[src/rtl/led_scan_driver.sv]
// Four-digit common-anode scan driver: BLANK/ON FSM with frame-boundary commit of a shadow value.
// Registered outputs; no backpressure. `LED_SCAN_LEADING_ZERO_BLANK_EN` suppresses leading-zero digits.
module led_scan_driver #(
    parameter int DIV_CYCLES   = 50000,
    parameter int BLANK_CYCLES = 500
) (
    input  logic        clk,
    input  logic        reset,
    input  logic [15:0] data_in,
    input  logic        load,
    output logic [3:0]  char,
    output logic [3:0]  an,
    output logic        pending,
    output logic        frame
);
    localparam int MAX_CYCLES = (DIV_CYCLES > BLANK_CYCLES) ? DIV_CYCLES : BLANK_CYCLES;
    localparam int CNT_W      = $clog2(MAX_CYCLES + 1);
    localparam logic [CNT_W-1:0] DIV_LAST   = CNT_W'(DIV_CYCLES - 1);
    localparam logic [CNT_W-1:0] BLANK_LAST = CNT_W'(BLANK_CYCLES - 1);

    typedef enum logic {ST_BLANK, ST_ON} state_t;

    state_t             state_q, state_d;
    logic [1:0]         digit_q, digit_d;
    logic [CNT_W-1:0]   cnt_q, cnt_d;
    logic [15:0]        disp_q, disp_d;
    logic [15:0]        shadow_q, shadow_d;
    logic               pend_q, pend_d;
    logic [3:0]         an_q, an_d;
    logic [3:0]         char_q, char_d;
    logic               frame_q, frame_d;
    logic               lz_blank;

    function automatic logic [3:0] nibble(input logic [15:0] v, input logic [1:0] d);
        case (d)
            2'd3:    nibble = v[15:12];
            2'd2:    nibble = v[11:8];
            2'd1:    nibble = v[7:4];
            default: nibble = v[3:0];
        endcase
    endfunction

`ifdef LED_SCAN_LEADING_ZERO_BLANK_EN
    // A digit is dark when it and every digit to its left are zero; digit 0 always shows.
    always_comb begin
        lz_blank = 1'b0;
        case (digit_q)
            2'd3:    lz_blank = (disp_q[15:12] == 4'h0);
            2'd2:    lz_blank = (disp_q[15:8] == 8'h00);
            2'd1:    lz_blank = (disp_q[15:4] == 12'h000);
            default: lz_blank = 1'b0;
        endcase
    end
`else
    always_comb begin
        lz_blank = 1'b0;
    end
`endif

    always_comb begin
        state_d  = state_q;
        digit_d  = digit_q;
        cnt_d    = cnt_q + 1'b1;
        disp_d   = disp_q;
        shadow_d = shadow_q;
        pend_d   = pend_q;
        an_d     = an_q;
        char_d   = char_q;
        frame_d  = 1'b0;

        case (state_q)
            ST_BLANK: begin
                if (cnt_q == BLANK_LAST) begin
                    state_d = ST_ON;
                    cnt_d   = '0;
                    an_d    = lz_blank ? 4'b1111 : ~(4'b0001 << digit_q);
                    frame_d = (digit_q == 2'd3);
                end
            end
            default: begin
                if (cnt_q == DIV_LAST) begin
                    state_d = ST_BLANK;
                    cnt_d   = '0;
                    an_d    = 4'b1111;
                    digit_d = digit_q - 2'd1;
                    // Commit at the end of digit 0 so the next frame starts with a consistent value.
                    if (digit_q == 2'd0 && pend_q) begin
                        disp_d = shadow_q;
                        pend_d = 1'b0;
                        char_d = shadow_q[15:12];
                    end else begin
                        char_d = nibble(disp_q, digit_q - 2'd1);
                    end
                end
            end
        endcase

        // A load on the commit edge lands in the shadow after the old one has been committed.
        if (load) begin
            shadow_d = data_in;
            pend_d   = 1'b1;
        end
    end

    always_ff @(posedge clk or negedge reset) begin
        if (!reset) begin
            state_q  <= ST_BLANK;
            digit_q  <= 2'd3;
            cnt_q    <= '0;
            disp_q   <= 16'h0000;
            shadow_q <= 16'h0000;
            pend_q   <= 1'b0;
            an_q     <= 4'b1111;
            char_q   <= 4'h0;
            frame_q  <= 1'b0;
        end else begin
            state_q  <= state_d;
            digit_q  <= digit_d;
            cnt_q    <= cnt_d;
            disp_q   <= disp_d;
            shadow_q <= shadow_d;
            pend_q   <= pend_d;
            an_q     <= an_d;
            char_q   <= char_d;
            frame_q  <= frame_d;
        end
    end

    assign an      = an_q;
    assign char    = char_q;
    assign pending = pend_q;
    assign frame   = frame_q;
endmodule
[config.mk]
export PLATFORM = sky130hd
export DESIGN_NAME = led_scan_driver
export DESIGN_NICKNAME = d
export VERILOG_FILES = /design/src/rtl/led_scan_driver.sv
export SDC_FILE = /design/constraint.sdc
export NUM_CORES = 1
export LEC_CHECK = 0
export CORE_ASPECT_RATIO = 0.7
export CORE_MARGIN = 1
export CORE_UTILIZATION = 53
export CTS_CLUSTER_DIAMETER = 120
export DETAILED_ROUTE_END_ITERATION = 10
export PLACE_DENSITY = 0.82
export SYNTH_ARGS = -nofsm -noshare
export SYNTH_HDL_FRONTEND = slang
export SYNTH_SLANG_ARGS = --single-unit
[constraint.sdc]
create_clock -name clk -period 2.35 [get_ports clk]
set_input_delay 0.235 -clock clk [delete_from_list [all_inputs] [get_ports clk]]
set_output_delay 0.235 -clock clk [all_outputs]
set_load 0.1 [all_outputs]
# Word level (Yosys, flattened, before mapping)

Cells that the tools add are included.

Logic and storage cells: 47
Flip-flop bits (word level): 61

Bitwise gates (word level): 1
Multiplexer cells: 17
Equal/unequal tests: 7
Shift-type cells: 1
Reductions and logical operators: 10
$add $sub $neg: 2

Operators with widths:

| cell                    | count |
|---|---|
| $mux W16                | 3 |
| $add A16 B1 Y16 const B | 1 |
| $eq A16 B16 Y1 const B  | 1 |
| $eq A16 B9 Y1 const B   | 1 |
| $mux W4                 | 4 |
| $pmux W4 S3             | 1 |
| $mux W1                 | 9 |
| $reduce_bool A2 Y1      | 4 |
| $eq A2 B2 Y1 const B    | 3 |
| $reduce_and A3 Y1       | 2 |
| $not A4 Y4              | 1 |
| $reduce_and A2 Y1       | 2 |
| $shl A1 B2 Y4 const A   | 1 |
| $eq A2 B1 Y1 const B    | 1 |
| $logic_not A2 Y1        | 1 |
| $ne A2 B1 Y1 const B    | 1 |
| $sub A2 B1 Y2 const B   | 1 |
| $logic_and A1 B1 Y1     | 1 |

# Longest topological paths before layout

Gate-level depths: netlist of the first run.

Word-level depth: 6
Depth in mapped cells: 7
Gate-level depth less buffers: 6

# Worst setup path before layout of the first run

No wires, ideal clock.

Kind: reg2reg
Start: register pend_q, in the netlist pending
End: register disp_q[10]
Data arrival time: 2.278 ns
Required time: 2.225 ns
Setup time: 0.125 ns
Cell stages (with the launch flop): 6
Setup slack: -0.053 ns
Cells stage by stage: dfrtp_1 and2_1 buf_1 nor3b_4 buf_6 mux2_2

Word-level cells in the longest chain between the ends: 2

RTL lines:

| element                            | RTL line | source |
|---|---|---|
| start: declaration                 | 28       | `logic pend_q, pend_d;` |
| start signal: assignment           | 122      | `pend_q <= pend_d;` |
| $logic_and A1 B1 Y1                | 87       | `if (digit_q == 2'd0 && pend_q) begin` |
| $reduce_and A3 Y1 (no source line) | n/a      |  |
| end signal: assignment             | 120      | `disp_q <= disp_d;` |
| end: declaration                   | 26       | `logic [15:0] disp_q, disp_d;` |

Every way passes these cells.
A chain may end at the register's enable or synchronous reset.

# Worst setup path in the final report of the first run

Start: register digit_q[0]
End: register disp_q[1]

Word-level cells in the longest chain between the ends: 3

RTL lines:

| element                            | RTL line | source |
|---|---|---|
| start: declaration                 | 24       | `logic [1:0] digit_q, digit_d;` |
| start signal: assignment           | 118      | `digit_q <= digit_d;` |
| $logic_not A2 Y1                   | 87       |  |
| $logic_and A1 B1 Y1                | 87       |  |
| $reduce_and A3 Y1 (no source line) | n/a      |  |

Every way passes these cells.

==> key figures, run 1 <==
STA
  • Worst hold slack: 0.460 ns
  • RSZ-0062 raised after global routing: false
  • Relative max-transition margin: 0.481
  • Pins over their slew limit: 0
  • Final setup violation count: 0
  • Setup WS post-layout: 0.229 ns
  • Period utilisation layout: 0.903
  • Worst Tran Pin Value: 0.776 ns
  • Clock Skew: 0.00988 ns
  • Final TNS setup: 0 ns
  • Tmin final: 2.12 ns
  • F_max: 0.471 GHz
  • Hold Vio Cnt, Final: 0

Logic synthesis
  • Netlist cell types: 37
  • Synthesis Warnings: 0
  • FF+latch count, synth: 61
  • Seq/Total Area, Yosys: 0.557
  • Post-Syn Area: 0.00276 sq mm
  • Number of synthesized flops with an enable pin: 0
  • Simple logic cell fraction of the synthesized area: 0.130
  • Mux contribution to synthesized area: 0.145
  • Post-synth ARST share: 1.00
  • Gate Count Post-Synth: 224
  • Top FF cell, synth: dfrtp_1
  • Synth Area in XOR/XNOR: 0.0477
  • Synth top area share: 0.500
  • Compound-cell area share of the yosys netlist: 0.0609
  • Post-synth net total: 249
  • Largest cells by area after synthesis: dfrtp_1 50%, mux2_2 13%, dfstp_2 5.7%
  • Post-synthesis adder-cell area fraction: 0.0272
  • Area leader, netlist: dfrtp_1
  • Main combinational cell family by area after synthesis: multiplexers
  • Post-Syn Area per Cell: 12.3 sq um

Clocking
  • Clk Latency, worst-skew pair: 0.34 ns
  • Setup Buffers After CTS: 0
  • Max H-tree Level: 3
  • Clock Sinks: 61
  • Post-CTS resize count: 0
  • Clock Tree Buf Depth: 2
  • Worst-path clk slew: 0.08 ns
  • CTS Buf Count: 9
  • CTS tree: built
  • Clock root buffer: clkbuf_8
  • Post-CTS Hold Fix Bufs: 1

Power
  • PwrDens: 613 mW/mm^2
  • Cell internal pwr: 1530 uW
  • Worst VDD drop: 0.391 mV
  • Switching Power: 486 uW
  • Sequential Power Share: 0.543
  • P_leak: 0.00145 uW
  • Power share of the clock group: 0.409
  • Net switching fraction of the power: 0.241
  • Combinational Power Share: 0.047

Worst setup path
  • Startpoint Class: register
  • R2r setup slk: 0.23 ns
  • Max FO, Critical Path: 17
  • Crit Path Class: reg2reg
  • CP required: 2.56 ns
  • Reg2reg path depth: 6
  • Worst reg2reg startpoint: digit_q[0]$_DFFE_PN1P_
  • Worst path arrival time: 2.33 ns
  • Type of destination of the critical path: register
  • Reg2Reg Capture Point: disp_q[1]$_DFFE_PN0P_

Layout
  • Share of layout cells above drive strength 1: 0.289
  • Design area: 0.00329 sq mm
  • P&R area growth vs syn: 19.3%
  • # nets final: 286
  • Filler instances: 376
  • Finished Layout Cells: 335
  • # diodes: 0

Hold path
  • HP Class: in2async

Floorplanning
  • Core Area: 0.00489 sq mm
  • Ports: 29
  • # rows: 21
  • Die ar.: 0.00550 sq mm
  • Initial Util: 0.564
  • Die X: 88.2 um
  • Die height: 62.3 um

Routing
  • DR iter-0 viols: 164
  • # DRC: 0
  • Pre-antenna DRT Iters: 4
  • Post-Route WL: 5250 um
  • Post-route ant nets: 0
  • Vias/cell: 5.57
  • Vias after detailed routing: 1,866
  • Routed wire length per instance: 15.7 um

Placed design
  • Placed standard-cell area: 0.00310 sq mm
  • Pre-CTS setup slack: 0.269 ns
  • PortBufs: 28
  • GP Congestion: 0.862
  • DP Cell Count: 318
  • Dpl hpwl: 3780 um

Global routing
  • Largest net degree at the start of global routing: 31
  • Antenna violations before repair: 0
  • Number of global-route vias before repair: 1,824
  • GRT Overall Usage: 0.223
  • First-pass GRT wire length: 9070 um
  • Grt total ovfl: 0

Flow run
  • # Max-Cap Violations: 0

Run status
  • Status: finished clean
Yosys cell counts (2+ instances only):
cell and number:
a22oi_1 5, a221oi_1 4, o21ai_0 4, nor2_1 17, o211ai_1 2, xor2_1 4, clkbuf_1 5, dfstp_2 6
xnor2_1 11, buf_1 2, dfrtp_1 55, mux2_2 32, nor3_1 3, a31oi_1 2, ha_1 6, nor2b_1 3
nand4_1 6, a21oi_1 8, mux2i_1 4, and3_1 3, nand3_1 5, inv_1 12, nor4_1 5, nand2_1 7
power by group through the flow:
stage / Combinational [uW] / Sequential (uW) / Clock (uW)
detailed placement: 96.6 / 1110 / 0
finish: 95.3 / 1090 / 825
global route: 106 / 1100 / 894
CTS: 97.8 / 1090 / 845
floorplan: 37.3 / 1110 / 0
global placement: 94.2 / 1110 / 0
worst max path at each step:
stage,cells after the start,slack [ns],end,from
6_report,6,0.23,disp_q[1]$_DFFE_PN0P_,digit_q[0]$_DFFE_PN1P_
3_3_place_gp,6,0.37,disp_q[5]$_DFFE_PN0P_,digit_q[0]$_DFFE_PN1P_
2_1_floorplan,5,0.23,disp_q[10]$_DFFE_PN0P_,pending$_DFFE_PN0P_
4_1_cts,6,0.24,disp_q[11]$_DFFE_PN0P_,digit_q[0]$_DFFE_PN1P_
5_1_grt,6,0.09,disp_q[11]$_DFFE_PN0P_,digit_q[0]$_DFFE_PN1P_
3_5_place_dp,6,0.27,disp_q[11]$_DFFE_PN0P_,digit_q[0]$_DFFE_PN1P_
state kept, by name (all words and copies together) (netlist names):
register and flops:
frame 1, state_q 1, pending 1, an 4
cnt_q 16, disp_q 16, digit_q 2, shadow_q 16
char 4
logic make-up (layout without fill, tap and decap cells):
logic type | after synthesis | after routing
flops | 61 | 61
simple gates | 59 | 59
mux | 36 | 36
compound gates | 26 | 26
buf+inv | 21 | 63
xor+xnor | 15 | 15
fa+ha+maj | 6 | 6
cells in the final DEF (no fill, tap or decap), drive strengths merged, types with 2 or more instances in the layout:
cell type and count:
nand4b 2, clkdlybuf4s50 17, nand3 5, xor2 4
mux2i 4, dfrtp 55, inv 14, o21ai 4
nor3 3, nand4 6, nor2b 3, o211ai 2
clkbuf 9, clkinv 3, and3 3, nor2 18
nor4 6, clkinvlp 2, a21oi 8, nand2 7
mux2 32, xnor2 11, ha 6, buf 17
a31oi 2, a22oi 5, a221oi 4, dfstp 6
per-stage QoR:
step / util / power [uW]
2_1_floorplan: - / 1140
3_3_place_gp: 0.633 / 1210
3_5_place_dp: 0.633 / 1210
4_1_cts: 0.673 / 2040
5_1_grt: 0.673 / 2100
6_report: 0.673 / 2010
final cells by class:
cell class	instances	area [sq um]	area share
flip-flops and latches	61	1540	0.467
repair buffers	35	305	0.0928
inverters	12	45.0	0.0137
multi-input cells	142	1130	0.345
clock buffers	9	124	0.0377
well taps	69	86.3	0.0263
clock inverters	7	58.8	0.0179
worst max-delay path, stage by stage (launching register included):
cell and delay, ns:
dfstp_2 0.39, inv_1 0.12, ha_1 0.27, and2_1 0.34
nor3b_4 0.23, buf_4 0.28, mux2_2 0.37
metal layers:
layer	GRT usage	vias to the layer above	part of all wire
li1	-	869	-
met1	0.320	933	0.49
met2	0.307	57	0.43
met3	0.0798	7	0.061
met4	0.0887	0	0.012
met5	0	-	0
Power figures use the tool's default switching activity.
==> run 2: changes to the inputs <==
--- a/config.mk
+++ b/config.mk
@@ -11,6 +11,7 @@
 export CTS_CLUSTER_DIAMETER = 120
 export DETAILED_ROUTE_END_ITERATION = 10
 export PLACE_DENSITY = 0.82
+export SETUP_SLACK_MARGIN = 0.15
 export SYNTH_ARGS = -nofsm -noshare
 export SYNTH_HDL_FRONTEND = slang
 export SYNTH_SLANG_ARGS = --single-unit
==> run 2 against run 1 <==
Net effect: sequential power barely moved; routed wire length did not move; total power did not move; fmax rose by 2.8%; non-clock buffer count did not move; first-iteration DRC count did not move; sequential share of layout area barely moved.
==> key figures, run 2 (synthesis gave the netlist of run 1 again) <==
Layout
  • Filler instances: 376 (unchanged)
  • # diodes: 0 (unchanged)
  • Share of layout cells above drive strength 1: 0.293 (+0.00376)
  • # nets final: 286 (unchanged)
  • Most frequent cells in the layout: 54 x dfrtp_1, 32 x mux2_2, 17 x nor2_1, 17 x clkdlybuf4s50_1, 16 x buf_4
  • Most common cell after layout, fill and taps aside: dfrtp_1
  • FF/Latch Area: 0.00154 sq mm (unchanged)
  • Top flop regs: cnt_q (16), disp_q (16), shadow_q (16)
  • Final Util: 0.673 (about the same)
  • Multi-input gate area: 0.00113 sq mm (+0.11%)
  • Design area: 0.00329 sq mm (about the same)
  • P&R area growth vs syn: 19.4% (about the same)

STA
  • Pins over their slew limit: 0 (unchanged)
  • Hold Vio Cnt, Final: 0 (unchanged)
  • F_max: 0.485 GHz (+2.8%)
  • Worst hold slack: 0.460 ns (unchanged)
  • RSZ-0062 raised after global routing: false
  • Tmin final: 2.06 ns (-0.0581 ns)
  • Clock Skew: 0.00988 ns (unchanged)
  • Final TNS setup: 0 ns (unchanged)
  • Worst Tran Pin Value: 0.776 ns (unchanged)
  • Relative max-transition margin: 0.481 (unchanged)
  • Period utilisation layout: 0.878 (-0.0247)
  • Final setup violation count: 0 (unchanged)

Routing
  • Post-route ant nets: 0 (unchanged)
  • # DRC: 0 (unchanged)
  • Vias after detailed routing: 1,866 (unchanged)
  • DR iter-0 viols: 164 (unchanged)
  • Pre-antenna DRT Iters: 4 (unchanged)
  • Post-Route WL: 5250 um (unchanged)
  • Routed wire length per instance: 15.7 um (unchanged)
  • Vias/cell: 5.57 (unchanged)

Placed design
  • Placed standard-cell area: 0.00310 sq mm (unchanged)
  • Dpl hpwl: 3780 um (unchanged)
  • GP Congestion: 0.862 (unchanged)
  • PortBufs: 28 (unchanged)

Worst setup path
  • Worst path arrival time: 2.28 ns (-0.05 ns)
  • WP buf/inv: 1 (-1)
  • Max stage delay cell, worst path: nor4_4
  • Crit Path Class: reg2reg
  • Critical Path Max Stage Delay: 0.46 ns (+0.07 ns)
  • Max FO, Critical Path: 17 (unchanged)
  • Cell Chain, Critical Path: nor4_4 > nand4b_4 > nor3b_4 > buf_4 > mux2_2
  • Top delay family on crit path: simple AND/OR/NAND/NOR gates
  • Startpoint Class: register
  • Type of destination of the critical path: register
  • CP required: 2.56 ns (about the same)

Power
  • P_leak: 0.00145 uW (about the same)
  • Tot Pwr: 2010 uW (unchanged)
  • PwrDens: 612 mW/mm^2 (about the same)
  • Worst VDD drop: 0.391 mV (unchanged)

Floorplanning
  • Ports: 29 (unchanged)
  • Die ar.: 0.00550 sq mm (unchanged)
  • Die height: 62.3 um (unchanged)
  • Die X: 88.2 um (unchanged)
  • Core Area: 0.00489 sq mm (unchanged)
  • # rows: 21 (unchanged)
  • Initial Util: 0.564 (unchanged)

Clocking
  • Worst-path clk slew: 0.08 ns (about the same)
  • Clock root buffer: clkbuf_8
  • Clock Sinks: 61 (unchanged)
  • CTS Buf Count: 9 (unchanged)
  • Clk Latency, worst-skew pair: 0.34 ns (about the same)
  • Setup Buffers After CTS: 0 (unchanged)
  • Clock Tree Buf Depth: 2 (unchanged)
  • CTS tree: built
  • Max H-tree Level: 3 (unchanged)

Global routing
  • Grt total ovfl: 0 (unchanged)
  • First-pass GRT wire length: 9070 um (unchanged)
  • Largest net degree at the start of global routing: 31 (unchanged)
  • GRT Overall Usage: 0.223 (unchanged)
  • Number of global-route vias before repair: 1,824 (unchanged)
  • Antenna violations before repair: 0 (unchanged)

Run status
  • Status: finished clean

Hold path
  • HP Class: in2async

Flow run
  • # Max-Cap Violations: 0 (unchanged)
[run 2: area by class of cell]
type,count,area share
clock inverters,7,0.0179
multi-input cells,142,0.345
flip-flops and latches,61,0.467
repair buffers,35,0.0928
inverters,12,0.0137
clock buffers,9,0.0377
well taps,69,0.0262
[run 2: power by group]
part,internal [uW],switching [uW]
clock network,394,431
logic,57.5,37.8
registers,1080,16.9
total,1530,486
[run 2: path summary, 6_finish.rpt]
kind                                      from  slack (ns)                       to  cells past startpoint
setup / recovery           cnt_q[12]$_DFF_PN0_        0.29    disp_q[1]$_DFFE_PN0P_                      5
hold / removal                           reset        0.46  shadow_q[1]$_DFFE_PN0P_                      2
setup reg to reg           cnt_q[12]$_DFF_PN0_        0.29    disp_q[1]$_DFFE_PN0P_                      5
hold reg to reg             cnt_q[0]$_DFF_PN0_        0.49       cnt_q[0]$_DFF_PN0_                      1
max in group asynchronous                reset        1.26       cnt_q[4]$_DFF_PN0_                      3
min in group clk            cnt_q[0]$_DFF_PN0_        0.49       cnt_q[0]$_DFF_PN0_                      1
[run 2: metal layers]
metal / vias up / global-route usage / part of all wire
met1: 933 / 0.320 / 0.49
li1: 869 / - / -
met3: 7 / 0.0798 / 0.061
met5: - / 0 / 0
met2: 57 / 0.307 / 0.43
met4: 0 / 0.0887 / 0.012
[run 2: repair_timing]
item,CTS,global route
hold buffers,1,0
resized for setup,0,1
endpoints found under the setup margin,0,16
hold endpoints to repair,21,0
[run 2: through the flow]
step,cells,setup WS [ns]
floorplan,224,0.226
global placement,318,0.370
detailed placement,318,0.269
CTS,335,0.243
global route,335,0.176
finish,335,0.287
==> run 3: changes to the inputs <==
--- a/config.mk
+++ b/config.mk
@@ -11,7 +11,7 @@
 export CTS_CLUSTER_DIAMETER = 120
 export DETAILED_ROUTE_END_ITERATION = 10
 export PLACE_DENSITY = 0.82
-export SETUP_SLACK_MARGIN = 0.15
+export SETUP_SLACK_MARGIN = 0.5
 export SYNTH_ARGS = -nofsm -noshare
 export SYNTH_HDL_FRONTEND = slang
 export SYNTH_SLANG_ARGS = --single-unit
==> run 3 against run 2 <==
Net effect: count of clock-buffer cells in the layout increased by 5; largest cell class unchanged; register-to-register slack improved by 0.18 ns; critical path type unchanged; total power decreased by 0.68%.
==> key figures, run 3 (synthesis gave the netlist of run 1 again) <==
Run status
  • Status: finished clean

Worst setup path
  • Crit Path Class: reg2reg
  • WP buf/inv: 1 (unchanged)
  • Max stage delay cell, worst path: dfrtp_2
  • Cell Chain, Critical Path: nor4_4 > nand4b_4 > nor3b_4 > buf_6 > mux2_4
  • Type of destination of the critical path: register
  • Startpoint Class: register
  • Top delay family on crit path: simple AND/OR/NAND/NOR gates
  • Worst path arrival time: 2.10 ns (-0.18 ns)
  • Critical Path Max Stage Delay: 0.43 ns (-0.03 ns)
  • Max FO, Critical Path: 8 (-9)
  • CP required: 2.56 ns (about the same)

Power
  • Tot Pwr: 2000 uW (-0.68%)
  • Worst VDD drop: 0.487 mV (+24%)
  • PwrDens: 580 mW/mm^2 (-5.4%)
  • P_leak: 0.00150 uW (+2.9%)

Layout
  • P&R area growth vs syn: 25.3%
  • Share of layout cells above drive strength 1: 0.326 (+0.0328)
  • Most common cell after layout, fill and taps aside: dfrtp_1
  • # diodes: 0 (unchanged)
  • Most frequent cells in the layout: 52 x dfrtp_1, 19 x buf_4, 17 x nor2_1, 17 x clkdlybuf4s50_1
  • # nets final: 293 (+2.4%)
  • Top flop regs: cnt_q (16), disp_q (16), shadow_q (16)
  • Filler instances: 341 (-9.3%)

Floorplanning
  • Initial Util: 0.564 (unchanged)
  • Die ar.: 0.00550 sq mm (unchanged)
  • Core Area: 0.00489 sq mm (unchanged)
  • Ports: 29 (unchanged)
  • # rows: 21 (unchanged)
  • Die height: 62.3 um (unchanged)
  • Die X: 88.2 um (unchanged)

Routing
  • Pre-antenna DRT Iters: 4 (unchanged)
  • Vias after detailed routing: 1,938 (+3.9%)
  • # DRC: 0 (unchanged)
  • DR iter-0 viols: 139 (-15%)
  • Post-route ant nets: 0 (unchanged)
  • Post-Route WL: 5890 um (+12%)
  • Routed wire length per instance: 17.2 um (+9.9%)
  • Vias/cell: 5.67 (+1.7%)

Global routing
  • First-pass GRT wire length: 9900 um (+9.1%)
  • Number of global-route vias before repair: 2,012 (+10%)
  • Largest net degree at the start of global routing: 36 (+16%)
  • GRT Overall Usage: 0.245 (+0.0218)
  • Antenna violations before repair: 0 (unchanged)
  • Grt total ovfl: 0 (unchanged)

STA
  • RSZ-0062 raised after global routing: true
  • Hold Vio Cnt, Final: 0 (unchanged)
  • F_max: 0.530 GHz (+9.3%)
  • Pins over their slew limit: 0 (unchanged)
  • Clock Skew: 0.0107 ns (+0.000807 ns)
  • Worst Tran Pin Value: 0.854 ns (+0.0781 ns)
  • Tmin final: 1.89 ns (-0.176 ns)
  • Worst hold slack: 0.467 ns (+0.00653 ns)
  • Period utilisation layout: 0.803 (-0.0748)
  • Final TNS setup: 0 ns (unchanged)
  • Final setup violation count: 0 (unchanged)
  • Relative max-transition margin: 0.429 (-0.0523)

Placed design
  • Dpl hpwl: 3680 um (-2.6%)
  • GP Congestion: 0.887 (+2.9%)
  • PortBufs: 28 (unchanged)

Clocking
  • Clock root buffer: clkbuf_8
  • Clock Tree Buf Depth: 2 (unchanged)
  • CTS Buf Count: 9 (unchanged)
  • Worst-path clk slew: 0.07 ns (about the same)
  • Clock Sinks: 61 (unchanged)
  • CTS tree: built
  • Clk Latency, worst-skew pair: 0.33 ns (about the same)
  • Max H-tree Level: 3 (unchanged)

Hold path
  • HP Class: in2async

Flow run
  • # Max-Cap Violations: 0 (unchanged)
## run 3: changes by cell type in the layout (fill, tap and decap cells not counted), sizes merged
cell      delta
buf          +7
clkbuf       +5
clkinv       -1
clkinvlp     -2
inv          -2
## run 3: routing by layer
metal  GRT usage  vias up  routed length (um)
li1            -      885                   -
met2       0.359       69                2740
met3      0.0997       11                 357
met4      0.0786        0                  74
met5           0        -                   0
met1       0.332      973                2720
## run 3: where the power goes
| group | total (uW) | switching [uW] | leakage [uW] | internal (uW) |
|---|---|---|---|---|
| sequential | 1100 | 18.4 | 0.000771 | 1080 |
| combinational | 98.0 | 39.4 | 0.000635 | 58.6 |
| clock | 806 | 368 | 0.0000905 | 438 |
## run 3: what timing repair did
action / 4_1_cts / 5_1_grt
pin swaps: 3 / 2
gates resized for setup: 24 / 8
hold buffers: 1 / 0
endpoints found under the hold margin: 20 / 0
gates cloned: 2 / 0
setup endpoints to repair: 28 / 31
buffers inserted: 5 / 2
## run 3: final timing paths
kind	from	depth (start not counted)	end	slack, ns
max in group asynchronous	reset	3	shadow_q[2]$_DFFE_PN0P_	1.28
worst max-delay path	cnt_q[11]$_DFF_PN0_	5	disp_q[9]$_DFFE_PN0P_	0.46
worst min register to register	an[2]$_DFFE_PN1P_	2	an[2]$_DFFE_PN1P_	0.49
worst max register to register	cnt_q[11]$_DFF_PN0_	5	disp_q[9]$_DFFE_PN0P_	0.46
worst min-delay path	reset	2	cnt_q[14]$_DFF_PN0_	0.47
min in group clk	an[2]$_DFFE_PN1P_	2	an[2]$_DFFE_PN1P_	0.49
## run 3: area by class of cell
type	count	area, sq um	share of cell area
sequential	61	1540	0.446
inverter	12	45.0	0.0130
tap	69	86.3	0.0250
timing repair buffer	42	382	0.111
clock inverter	2	10.0	0.00290
clock buffer	14	163	0.0471
multi-input combinational	142	1230	0.355
## run 3: stage by stage
stage | cell area [sq um] | worst slack, ns | cells | util
2_1_floorplan | 2760 | 0.374 | 224 | -
3_3_place_gp | 3100 | 0.262 | 316 | 0.633
3_5_place_dp | 3100 | 0.190 | 316 | 0.633
4_1_cts | 3420 | 0.458 | 340 | 0.699
5_1_grt | 3450 | 0.416 | 342 | 0.706
6_report | 3450 | 0.463 | 342 | 0.706
